<file path="src/rtl/axis_bram_pingpong_ctrl_if.sv">
// Stream-in / BRAM-out signal bundle for the ping-pong write scheduler.
// slave is the controller's view; master is the view of whoever drives it.
interface axis_bram_pingpong_ctrl_if #(
  parameter int unsigned DATA_W = 32,
  parameter int unsigned ADDR_W = 4
);
  logic              EN;
  logic [ADDR_W:0]   CFG_LEN;
  logic [DATA_W-1:0] DIN;
  logic              DIN_VALID;
  logic              DIN_LAST;
  logic              DIN_ACCEP;
  logic              BRAM_WE;
  logic [ADDR_W:0]   BRAM_ADDR;
  logic [DATA_W-1:0] BRAM_DIN;
  logic [1:0]        BANK_FULL;
  logic [1:0]        BANK_RELEASE;
  logic [ADDR_W:0]   LAST_LEN;
  logic              BUSY;

  modport slave (
    input  EN, CFG_LEN, DIN, DIN_VALID, DIN_LAST, BANK_RELEASE,
    output DIN_ACCEP, BRAM_WE, BRAM_ADDR, BRAM_DIN, BANK_FULL, LAST_LEN, BUSY
  );

  modport master (
    output EN, CFG_LEN, DIN, DIN_VALID, DIN_LAST, BANK_RELEASE,
    input  DIN_ACCEP, BRAM_WE, BRAM_ADDR, BRAM_DIN, BANK_FULL, LAST_LEN, BUSY
  );
endinterface

</file>
<file path="src/rtl/axis_bram_pingpong_ctrl.sv">
// Ping-pong BRAM write scheduler: fills bank 0 then bank 1, flags full banks, stalls on unreleased.
// Optional ABA_LAST_EN: DIN_LAST closes a frame early and LAST_LEN reports words written.
module axis_bram_pingpong_ctrl #(
  parameter int unsigned DATA_W = 32,
  parameter int unsigned ADDR_W = 4
) (
  input logic                     S_AXIS_ACLK,
  input logic                     S_AXIS_ARESET,
  axis_bram_pingpong_ctrl_if.slave bus
);

  localparam int unsigned Depth = 2 ** ADDR_W;
  localparam logic [ADDR_W:0] DepthLen = (ADDR_W + 1)'(Depth);
  localparam logic [ADDR_W:0] OneLen   = (ADDR_W + 1)'(1);

  typedef enum logic [1:0] {StIdle, StFill, StWaitBank} state_e;

  state_e              state_q, state_d;
  logic                bank_q, bank_d;
  logic [ADDR_W-1:0]   ptr_q, ptr_d;
  logic [ADDR_W:0]     len_q, len_d;
  logic [1:0]          full_q, full_d;
  logic [1:0]          set_pend_q, set_pend_d;
  logic [ADDR_W:0]     last_len_q, last_len_d;
  logic                we_q;
  logic [ADDR_W:0]     addr_q;
  logic [DATA_W-1:0]   din_q;

  logic                accep;
  logic                beat;
  logic                at_len_end;
  logic                closing;
  logic [ADDR_W:0]     len_cfg;
  logic [ADDR_W:0]     ptr_ext;
  logic [1:0]          set_mask;

  assign accep    = (state_q == StFill);
  assign beat     = bus.DIN_VALID & accep;
  assign ptr_ext  = {1'b0, ptr_q};
  assign len_cfg  = ((bus.CFG_LEN == '0) || (bus.CFG_LEN > DepthLen)) ? DepthLen : bus.CFG_LEN;
  assign at_len_end = (ptr_ext == (len_q - OneLen));
  assign set_mask = bank_q ? 2'b10 : 2'b01;

`ifdef ABA_LAST_EN
  assign closing = beat & (at_len_end | bus.DIN_LAST);
`else
  logic unused_din_last;
  assign unused_din_last = bus.DIN_LAST;
  assign closing = beat & at_len_end;
`endif

  // Flag update: a pending set (from last cycle's close) beats a same-cycle release.
  // This is also the occupancy used for every scheduling decision this cycle.
  assign full_d = (full_q & ~bus.BANK_RELEASE) | set_pend_q;

  always_comb begin
    state_d    = state_q;
    bank_d     = bank_q;
    ptr_d      = ptr_q;
    len_d      = len_q;
    set_pend_d = 2'b00;
    last_len_d = last_len_q;

    unique case (state_q)
      StIdle: begin
        if (bus.EN) begin
          if (!full_d[bank_q]) begin
            len_d   = len_cfg;
            ptr_d   = '0;
            state_d = StFill;
          end else begin
            state_d = StWaitBank;
          end
        end
      end

      StFill: begin
        if (closing) begin
          bank_d     = ~bank_q;
          ptr_d      = '0;
          set_pend_d = set_mask;
`ifdef ABA_LAST_EN
          last_len_d = ptr_ext + OneLen;
`else
          last_len_d = len_q;
`endif
          if (!bus.EN) begin
            state_d = StIdle;
          end else if (full_d[~bank_q]) begin
            state_d = StWaitBank;
          end else begin
            len_d   = len_cfg;
          end
        end else if (beat) begin
          ptr_d = ptr_q + 1'b1;
        end
      end

      StWaitBank: begin
        if (!full_d[bank_q]) begin
          len_d   = len_cfg;
          ptr_d   = '0;
          state_d = StFill;
        end
      end

      default: state_d = StIdle;
    endcase
  end

  always_ff @(posedge S_AXIS_ACLK) begin
    if (S_AXIS_ARESET) begin
      state_q    <= StIdle;
      bank_q     <= 1'b0;
      ptr_q      <= '0;
      len_q      <= DepthLen;
      full_q     <= 2'b00;
      set_pend_q <= 2'b00;
      last_len_q <= '0;
    end else begin
      state_q    <= state_d;
      bank_q     <= bank_d;
      ptr_q      <= ptr_d;
      len_q      <= len_d;
      full_q     <= full_d;
      set_pend_q <= set_pend_d;
      last_len_q <= last_len_d;
    end
  end

  // Write port is one cycle behind the beat; address uses pre-increment bank/pointer.
  always_ff @(posedge S_AXIS_ACLK) begin
    if (S_AXIS_ARESET) begin
      we_q   <= 1'b0;
      addr_q <= '0;
      din_q  <= '0;
    end else begin
      we_q <= beat;
      if (beat) begin
        addr_q <= {bank_q, ptr_q};
        din_q  <= bus.DIN;
      end
    end
  end

  assign bus.DIN_ACCEP = accep;
  assign bus.BRAM_WE   = we_q;
  assign bus.BRAM_ADDR = addr_q;
  assign bus.BRAM_DIN  = din_q;
  assign bus.BANK_FULL = full_q;
  assign bus.LAST_LEN  = last_len_q;
  assign bus.BUSY      = (state_q != StIdle) | we_q;

endmodule

</file>
<file path="src/flat_wrapper.sv">
// flat-port wrapper written by rule: the top's interface ports become plain ports
module axis_bram_pingpong_ctrl_flat 
#(
  parameter int unsigned DATA_W = 32,
  parameter int unsigned ADDR_W = 4
)
  (S_AXIS_ACLK, S_AXIS_ARESET, bus_EN, bus_CFG_LEN, bus_DIN, bus_DIN_VALID, bus_DIN_LAST, bus_BANK_RELEASE, bus_DIN_ACCEP, bus_BRAM_WE, bus_BRAM_ADDR, bus_BRAM_DIN, bus_BANK_FULL, bus_LAST_LEN, bus_BUSY);
  axis_bram_pingpong_ctrl_if #(.DATA_W(DATA_W), .ADDR_W(ADDR_W)) bus_i ();
  input logic S_AXIS_ACLK;
  input logic S_AXIS_ARESET;
  input wire logic [$bits(bus_i.EN)-1:0] bus_EN;
  input wire logic [$bits(bus_i.CFG_LEN)-1:0] bus_CFG_LEN;
  input wire logic [$bits(bus_i.DIN)-1:0] bus_DIN;
  input wire logic [$bits(bus_i.DIN_VALID)-1:0] bus_DIN_VALID;
  input wire logic [$bits(bus_i.DIN_LAST)-1:0] bus_DIN_LAST;
  input wire logic [$bits(bus_i.BANK_RELEASE)-1:0] bus_BANK_RELEASE;
  output wire logic [$bits(bus_i.DIN_ACCEP)-1:0] bus_DIN_ACCEP;
  output wire logic [$bits(bus_i.BRAM_WE)-1:0] bus_BRAM_WE;
  output wire logic [$bits(bus_i.BRAM_ADDR)-1:0] bus_BRAM_ADDR;
  output wire logic [$bits(bus_i.BRAM_DIN)-1:0] bus_BRAM_DIN;
  output wire logic [$bits(bus_i.BANK_FULL)-1:0] bus_BANK_FULL;
  output wire logic [$bits(bus_i.LAST_LEN)-1:0] bus_LAST_LEN;
  output wire logic [$bits(bus_i.BUSY)-1:0] bus_BUSY;
  assign bus_i.EN = bus_EN;
  assign bus_i.CFG_LEN = bus_CFG_LEN;
  assign bus_i.DIN = bus_DIN;
  assign bus_i.DIN_VALID = bus_DIN_VALID;
  assign bus_i.DIN_LAST = bus_DIN_LAST;
  assign bus_i.BANK_RELEASE = bus_BANK_RELEASE;
  assign bus_DIN_ACCEP = bus_i.DIN_ACCEP;
  assign bus_BRAM_WE = bus_i.BRAM_WE;
  assign bus_BRAM_ADDR = bus_i.BRAM_ADDR;
  assign bus_BRAM_DIN = bus_i.BRAM_DIN;
  assign bus_BANK_FULL = bus_i.BANK_FULL;
  assign bus_LAST_LEN = bus_i.LAST_LEN;
  assign bus_BUSY = bus_i.BUSY;
  axis_bram_pingpong_ctrl #(.DATA_W(DATA_W), .ADDR_W(ADDR_W)) u_core (.S_AXIS_ACLK(S_AXIS_ACLK), .S_AXIS_ARESET(S_AXIS_ARESET), .bus(bus_i));
endmodule
</file>
<file path="config.mk">
export PLATFORM = sky130hd
export DESIGN_NAME = axis_bram_pingpong_ctrl_flat
export DESIGN_NICKNAME = d
export VERILOG_FILES = /design/src/rtl/axis_bram_pingpong_ctrl_if.sv /design/src/rtl/axis_bram_pingpong_ctrl.sv /design/src/flat_wrapper.sv
export SDC_FILE = /design/constraint.sdc
export NUM_CORES = 1
export LEC_CHECK = 0
export BUFFER_PORTS_ARGS = -buffer_cell sky130_fd_sc_hd__buf_2
export CORE_MARGIN = 2
export CORE_UTILIZATION = 52
export DETAILED_ROUTE_END_ITERATION = 7
export HOLD_SLACK_MARGIN = 0.02
export PLACE_DENSITY = 0.91
export SYNTH_ARGS = -nofsm -noshare
export SYNTH_HDL_FRONTEND = slang
export SYNTH_SLANG_ARGS = --single-unit
</file>
<file path="constraint.sdc">
create_clock -name S_AXIS_ACLK -period 2.85 [get_ports S_AXIS_ACLK]
set_input_delay 0.57 -clock S_AXIS_ACLK [delete_from_list [all_inputs] [get_ports S_AXIS_ACLK]]
set_output_delay 0.57 -clock S_AXIS_ACLK [all_outputs]
set_load 0.005 [all_outputs]
</file>
After elaboration in Yosys (flattened, before gate mapping)
Index checks and enable logic that the tools add are counted.
- reductions and logical operators: 10
- $add $sub $neg: 2
- order comparisons: 3
- multiplexer cells: 24
- eq/ne operators: 10
- bitwise operators: 9
- operators by type and width (operator ; number):
    2-to-1 mux 5 bit ; 6
    2-to-1 mux 4 bit ; 4
    one-hot mux 5 bit (3 select lines) ; 1
    2-to-1 mux 2 bit ; 7
    one-hot mux 4 bit (3 select lines) ; 1
    != test 2 bit (second input constant) ; 5
    != test 3 bit (second input constant) ; 2
    one-hot mux 2 bit (3 select lines) ; 1
    equality test 4 x 5 -> 1 bit ; 1
    greater-than comparator 5 bit (second input constant) ; 1
    zero test 5 bit ; 1
    AND reduction 5 bit ; 1
    subtractor 5 x 1 -> 5 bit (second input constant) ; 1
    adder 4 x 1 -> 4 bit (second input constant) ; 1
    < comparator 1 x 2 -> 1 bit (second input constant) ; 2
    2-to-1 mux 1 bit ; 4
    AND reduction 4 bit ; 1
    inverter 1 bit ; 3
    AND reduction 3 bit ; 1
    nonzero test 3 bit ; 1
    OR reduction 3 bit ; 1
    AND 1 bit ; 2
    AND 2 bit ; 1
    equality test 2 x 1 -> 1 bit (second input constant) ; 1
    other kinds (8) ; 8
- output and inout bits: 47
- register bits: 59

Logic depth before layout (Yosys ltp)
Gate-level depths: netlist (run 1).
- word-level depth: 9
- gate-level depth with buffers: 8
- gate-level depth less buffers: 7

Least setup slack after synthesis (run 1)
No wires, ideal clock.
- path kind: reg-to-reg
- from: register u_core.len_q[0]
- to: register u_core.len_q[4]
- data arrival time: 1.776 ns
- stages on the path, launching flop included: 9
- required time: 2.734 ns
- setup slack: 0.958 ns
- buffers on the path: 1
- library setup time: 0.116 ns
- cell sequence: dfxtp_1 > inv_1 > ha_1 > xnor2_1 > a221oi_1 > o211a_1 > buf_4 > or3_1 > and3b_1
- cells in the longest elaborated chain, start to end: 5
- ends and longest elaborated chain (what ; RTL line ; RTL):
    start, declared ; axis_bram_pingpong_ctrl.sv:21 ; logic [ADDR_W:0] len_q, len_d;
    start signal, assigned ; axis_bram_pingpong_ctrl.sv:116 ; len_q <= DepthLen;
    start signal, assigned ; axis_bram_pingpong_ctrl.sv:124 ; len_q <= len_d;
    subtractor 5 x 1 -> 5 bit ; axis_bram_pingpong_ctrl.sv:41 ; assign at_len_end = (ptr_ext == (len_q - OneLen));
    equality test 4 x 5 -> 1 bit ; axis_bram_pingpong_ctrl.sv:41 ;
    AND 1 bit ; axis_bram_pingpong_ctrl.sv:49 ; assign closing = beat & at_len_end;
    != test 2 bit (no line) ; n/a ;
    AND reduction 5 bit (no line) ; n/a ;
Every way passes these cells.
A chain may end at the register's enable or synchronous reset.

Worst setup path in the final report (run 1)
- from: register u_core.len_q[0]
- to: register u_core.state_q[0]
- cells in the longest elaborated chain, start to end: 5
- ends and longest elaborated chain (what ; RTL line ; RTL):
    subtractor 5 x 1 -> 5 bit ; axis_bram_pingpong_ctrl.sv:41 ;
    equality test 4 x 5 -> 1 bit ; axis_bram_pingpong_ctrl.sv:41 ;
    AND 1 bit ; axis_bram_pingpong_ctrl.sv:49 ;
    != test 2 bit (no line) ; n/a ;
    AND reduction 4 bit (no line) ; n/a ;
    end signal, assigned ; axis_bram_pingpong_ctrl.sv:113 ; state_q <= StIdle;
    end signal, assigned ; axis_bram_pingpong_ctrl.sv:121 ; state_q <= state_d;
    end, declared ; axis_bram_pingpong_ctrl.sv:18 ; state_e state_q, state_d;
Every way passes these cells.

==> impl_metrics.csv, run 1 <==
group,metric,value,unit
yosys,synthesis.area,2440,µm²
floorplanning,io_pins,91,
place,dpl.hpwl,3.74,mm
yosys,synth_top_cell_by_area,"dfxtp_1",
status,outcome,"finished, final reports clean",
detailed_routing,avgViaCountPerCell,5.14,
detailed_routing,vias,2248,
clock_network,cts_buffers,9,
critical_path,crit_slowest_cell,"o211ai_1",
sta,worst-slew-pin-transition,0.947,ns
power,switching_share,0.229,
floorplanning,core-area,4440,µm²
grt,grt_max_degree,40,
sta,hold_slack,0.451,ns
yosys,synth_most_common_cell,"nand2_1",
grt,antenna_found_initial,0,
yosys,ys_top_cells_by_count,"nand2_1 (92), dfxtp_1 (59), a21oi_1 (44)",
clock_network,cts_tree,"built",
detailed_routing,drc_errors,0,
power,share_comb_of_total_power,0.090,
floorplanning,die_y,72.6,µm
clock_network,cts_setup_buffers,0,
clock_network,cts_resized,0,
yosys,ys_types,42,
yosys,synth_seq_area_share,0.483,
critical_path,crit_buf_inv,1,
floorplanning,initial_core_util,0.550,
critical_path,reg2reg_depth,7,
critical_path,crit_arrival,2.47,ns
sta,setup_viol,0,
detailed_routing,wire_per_inst,12.5,µm
clock_network,h-tree-depth,3,
place,gp_congestion,0.839,
sta,tns,0,ns
layout,stdcell_area,3090,µm²
yosys,async_reset_ff_frac,0,
detailed_routing,drtPass1Iterations,4,
yosys,syn_inst,296,
layout,utilization,0.696,
sta,drv_slew,0,
sta,min_period_over_period,0.802,
yosys,netlist.area_leader.share,0.483,
layout,area_growth,26.5,%
power,peakVddDrop,0.603,mV
place,placed_cell_area,2880,µm²
yosys,synth_edf_count,0,
layout,multi_input_area,1160,µm²
yosys,dominantRegCellSynth,"dfxtp_1",
yosys,yosys_warnings,0,
power,p_switching,420,µW
clock_network,clk_pin_slew,0.06,ns
power,clkPwrFrac,0.438,
clock_network,clock-sinks,59,
layout,seq_area,1180,µm²
critical_path,critical_path_depth,7,
layout,drive_gt1_frac,0.296,
power,p_int,1.42,mW
critical_path,cp_max_fo,12,
run,maxCapViolations,0,
floorplanning,fp.dieW,72.6,µm
critical_path,cp_cell_sequence,"inv_1 > ha_1 > o21ba_2 > a221oi_1 > o211ai_1 > o21ai_0 > a21oi_1",
sta,setup_ws,0.564,ns
critical_path,path_class,"register to register",
yosys,ys_ff_latch,59,
place,dp_cells,421,
critical_path,cpLargestDelayFamily,"compound AO/OA/AOI/OAI gates",
clock_network,clock_latency,0.33,ns
detailed_routing,drt-total-wl,5.46,mm
sta,fin_skew,0.00701,ns
sta,rsz0062_at_grt,"false",
place,pre_cts_slack,0.614,ns
sta,fin_crit,2.29,ns
critical_path,critPathRequiredTime,3.04,ns
grt,overflow,0,
clock_network,cts_root_buf,"clkbuf_8",
grt,grt_pass1_vias,2128,
floorplanning,num_rows,24,
grt,grt_pass1_wl,8.84,mm
worst_hold_path,hold_path.class,"register to register",
layout,fillCellCount,375,
sta,finalHoldViolations,0,
layout,finalNonFillerCells,437,
clock_network,cts_hold_buf,0,
power,p_per_area,593,nW/µm²
power,leakage,1.35,nW
floorplanning,dieArea,5270,µm²
critical_path,slowest_delay,0.42,ns
place,io_buffers,89,
detailed_routing,ant_nets,0,
layout,num_antenna_cells,0,
sta,max_clock_freq,437,MHz
sta,slew-limit-headroom,0.366,
layout,final_nets,427,
worst_hold_path,min_delay_path_depth,2,
grt,gr-usage-all-layers,0.216,
power,pwr-share-seq,0.472,
clock_network,clockBufferDepth,2,
yosys,synth.area.top_cells,"dfxtp_1 (48%), nand2_1 (14%), a21oi_1 (9.0%)",
critical_path,worst_setup_path_start_kind,"register",
yosys,synth_nets,343,
critical_path,endpoint_kind,"register",
detailed_routing,drt_iter0_markers,105,
yosys,synth.avg_cell_area,8.26,µm²
power,finalPower,1.84,mW
-- per-layer routing --
metal,vias up,GRT usage,share of wire,routed length (µm)
li1,1149,-,-,-
met1,1003,0.244,0.42,2310
met2,84,0.356,0.49,2650
met3,12,0.0732,0.070,383
met4,0,0.119,0.020,112
met5,-,0,0,0
-- cells in the final DEF (no fill, tap or decap), types with 2 or more instances in the layout --
master | synthesis | layout
nand4b_1 | 3 | 3
o21ai_0 | 2 | 2
nor3_1 | 3 | 3
or2_2 | 2 | 2
clkbuf_8 | 0 | 9
nand2b_1 | 7 | 7
ha_1 | 3 | 3
nand2_1 | 92 | 92
inv_1 | 3 | 3
mux2i_1 | 5 | 5
nor2_1 | 15 | 15
bufinv_16 | 0 | 2
clkinv_2 | 0 | 2
a21oi_1 | 44 | 44
buf_4 | 2 | 3
buf_2 | 6 | 89
or3_1 | 2 | 2
nand3b_1 | 2 | 2
nand3_1 | 3 | 3
nor2b_1 | 6 | 6
xnor2_1 | 5 | 5
dfxtp_1 | 59 | 59
clkbuf_1 | 10 | 2
-- kinds of logic after synthesis --
kind of cell | share of synthesized area
and+or+nand+nor | 0.260
adders and majority gates | 0.0154
AOI/OAI and AO/OA | 0.156
buffers and inverters | 0.0430
DFF | 0.483
xor gates and xnor gates | 0.0215
muxes | 0.0205
-- area by class of cell --
cell class,instances,share of cell area
clock buffers,11,0.0425
clock inverters,5,0.0251
inverters,3,0.00364
multi-input cells,215,0.375
flip-flops and latches,59,0.382
well taps,52,0.0210
repair buffers,92,0.151
-- sequential cells by signal, indices dropped and copies added, names as in the netlist --
register,count
u_core.bank_q,1
u_core.bus.BRAM_WE,1
u_core.bus.BRAM_ADDR,5
u_core.bus.LAST_LEN,5
u_core.state_q,2
u_core.len_q,5
u_core.set_pend_q,2
u_core.bus.BRAM_DIN,32
u_core.ptr_q,4
u_core.bus.BANK_FULL,2
-- power groups by stage --
| stage | clock [mW] | sequential [mW] | combinational, mW |
|---|---|---|---|
| 2_1_floorplan | 0 | 0.884 | 0.0966 |
| 3_3_place_gp | 0 | 0.883 | 0.159 |
| 3_5_place_dp | 0 | 0.885 | 0.165 |
| 4_1_cts | 0.824 | 0.866 | 0.166 |
| 5_1_grt | 0.862 | 0.869 | 0.186 |
| 6_report | 0.804 | 0.866 | 0.165 |
-- path summary, 6_finish.rpt --
kind                                              from                endpoint  slack (ns)
worst min-delay path            u_core.bus.BRAM_DIN[4]  u_core.bus.BRAM_DIN[4]        0.45
worst min register to register  u_core.bus.BRAM_DIN[4]  u_core.bus.BRAM_DIN[4]        0.45
worst max register to register         u_core.len_q[0]       u_core.state_q[0]        0.56
worst max-delay path                   u_core.len_q[0]       u_core.state_q[0]        0.56
-- tightest hold or removal path, delay by kind of cell, from the launching register on --
kind            cells  cell delay (ns)
compound gates      1             0.05
simple gates        1             0.05
flops               1             0.31
Power figures use the tool's default switching activity.
==> run 2, diff against run 1 <==
--- a/config.mk
+++ b/config.mk
@@ -7,10 +7,10 @@
 export LEC_CHECK = 0
 export BUFFER_PORTS_ARGS = -buffer_cell sky130_fd_sc_hd__buf_2
 export CORE_MARGIN = 2
-export CORE_UTILIZATION = 52
+export CORE_UTILIZATION = 44
 export DETAILED_ROUTE_END_ITERATION = 7
 export HOLD_SLACK_MARGIN = 0.02
-export PLACE_DENSITY = 0.91
+export PLACE_DENSITY = 0.82
 export SYNTH_ARGS = -nofsm -noshare
 export SYNTH_HDL_FRONTEND = slang
 export SYNTH_SLANG_ARGS = --single-unit
==> constraint.sdc (replaced) <==
create_clock -name S_AXIS_ACLK -period 2 [get_ports S_AXIS_ACLK]
set_input_delay 0.4 -clock S_AXIS_ACLK [delete_from_list [all_inputs] [get_ports S_AXIS_ACLK]]
set_output_delay 0.4 -clock S_AXIS_ACLK [all_outputs]
set_load 0.005 [all_outputs]
==> run 2 against run 1 <==
  * Clock skew grew 0.0011 ns
  * Power rose by 40%
  * Core utilization down 10 points
  * Hold slack worse by 0.14 ns
  * Clock power grew 34%
  * Cell count up 7.3%
  * Design area up 4.4%
  * Flip-flop and latch count did not move
  * Via count up 2.4%
  * Worst setup slack worse by 0.47 ns
  * Critical endpoint is now u_core.len_q[4]
  * Largest cell class unchanged
  * Largest power group unchanged
==> impl_metrics.csv, run 2 (synthesis results as in run 1) <==
group,metric,value,unit
floorplanning,core-area,5440,µm²
grt,gr-usage-all-layers,0.185,
floorplanning,dieArea,6170,µm²
clock_network,clk_pin_slew,0.06,ns
critical_path,path_class,"register to register",
grt,overflow,0,
clock_network,clock-sinks,59,
critical_path,crit_arrival,2.13,ns
sta,rsz0062_at_grt,"false",
sta,slew-limit-headroom,0.727,
critical_path,slowest_delay,0.35,ns
layout,final_nets,441,
floorplanning,fp.dieW,78.5,µm
layout,drive_gt1_frac,0.330,
critical_path,worst_setup_path_start_kind,"register",
detailed_routing,drt_iter0_markers,150,
floorplanning,initial_core_util,0.450,
sta,worst-slew-pin-transition,0.410,ns
critical_path,reg2reg_depth,8,
clock_network,h-tree-depth,3,
layout,area_growth,32.1,%
critical_path,crit_slowest_cell,"or3_1",
sta,drv_slew,0,
place,gp_congestion,0.770,
place,pre_cts_slack,0.0276,ns
detailed_routing,drt-total-wl,5.66,mm
grt,grt_pass1_wl,8.98,mm
power,finalPower,2.57,mW
sta,setup_ws,0.0893,ns
clock_network,cts_root_buf,"clkbuf_8",
grt,antenna_found_initial,0,
detailed_routing,wire_per_inst,12.1,µm
worst_hold_path,min_from,"bus_DIN[18]",
floorplanning,num_rows,27,
layout,mostFrequentLayoutCells,"nand2_1 (92), buf_2 (89), dfxtp_1 (59), a21oi_1 (44), buf_4 (17)",
clock_network,clock_latency,0.32,ns
critical_path,cp_max_fo,6,
run,maxCapViolations,0,
detailed_routing,vias,2301,
sta,min_period_over_period,0.955,
layout,largest_reg_flops,32,
sta,hold_slack,0.306,ns
grt,grt_pass1_vias,2052,
grt,grt_max_degree,40,
sta,fin_skew,0.00815,ns
worst_hold_path,min_delay_path_depth,3,
floorplanning,die_y,78.5,µm
power,p_per_area,795,nW/µm²
detailed_routing,avgViaCountPerCell,4.91,
clock_network,cts_buffers,9,
place,io_buffers,89,
clock_network,cts_tree,"built",
sta,max_clock_freq,523,MHz
detailed_routing,ant_nets,0,
critical_path,endpoint_kind,"register",
layout,final_common_cell,"nand2_1",
layout,num_antenna_cells,0,
place,dpl.hpwl,3.80,mm
critical_path,cp_cell_sequence,"inv_1 > ha_2 > xnor2_2 > a221oi_2 > o211a_1 > buf_4 > or3_1 > and3b_1",
critical_path,rr_startpoint,"u_core.len_q[0]",
clock_network,cts_hold_buf,0,
power,peakVddDrop,0.457,mV
critical_path,critPathRequiredTime,2.22,ns
detailed_routing,drtPass1Iterations,4,
worst_hold_path,hold_end,"u_core.bus.BRAM_DIN[18]",
floorplanning,io_pins,91,
power,leakage,1.43,nW
status,outcome,"finished, final reports clean",
critical_path,reg2reg_setup_slack,0.09,ns
layout,utilization,0.594,
critical_path,worstReg2RegEnd,"u_core.len_q[4]",
detailed_routing,drc_errors,0,
sta,setup_viol,0,
sta,fin_crit,1.91,ns
clock_network,clockBufferDepth,2,
sta,finalHoldViolations,0,
worst_hold_path,hold_path.class,"input pin to register",
run 2: how the worst max path moves through the flow:
stage / start / to / slack, ns / depth (start not counted)
after floorplan: u_core.len_q[0] / u_core.len_q[4] / 0.11 / 8
after global placement: u_core.len_q[0] / u_core.len_q[1] / 0.07 / 8
after detailed placement: u_core.len_q[0] / u_core.len_q[1] / 0.03 / 8
after CTS: u_core.len_q[0] / u_core.len_q[1] / -0.01 / 8
after global routing: u_core.len_q[0] / u_core.len_q[2] / 0.01 / 8
final: u_core.len_q[0] / u_core.len_q[4] / 0.09 / 8
run 2: routing by layer:
metal,track usage,part of all wire
met1,0.223,0.44
met2,0.307,0.49
met3,0.0552,0.057
met4,0.0772,0.012
met5,0,0
run 2: power breakdown:
| part | switching (mW) | internal, mW |
|---|---|---|
| combinational | 0.132 | 0.120 |
| sequential | 0.0236 | 1.21 |
| clock | 0.421 | 0.661 |
| total | 0.577 | 1.99 |
run 2: repair_timing:
item	4_1_cts	5_1_grt
cloned	0	0
setup endpoints to repair	4	14
gates resized for setup	0	3
pin swaps	1	1
setup buffers	2	0
run 2: area by class of cell:
cell class	count	area [µm²]
inverters	3	11.3
clock buffers	12	165
repair buffers	106	573
fillers	482	2210
well taps	72	90.1
flip-flops and latches	59	1180
multi-input cells	215	1170
clock inverters	2	35.0
run 2: through the flow:
step | area [µm²] | cells | setup TNS [ns]
2_1_floorplan | 2440 | 296 | 0
3_3_place_gp | 3000 | 453 | 0
3_5_place_dp | 3000 | 453 | 0
4_1_cts | 3210 | 469 | -0.0301
5_1_grt | 3230 | 469 | 0
6_report | 3230 | 469 | 0
run 2: worst max-delay path, delay by kind of cell (launching register included):
family,cells,cell delay (ns)
xor+xnor,1,0.15
compound gates,2,0.38
fa+ha+maj,1,0.21
flops,1,0.33
buf+inv,2,0.21
simple gates,2,0.52
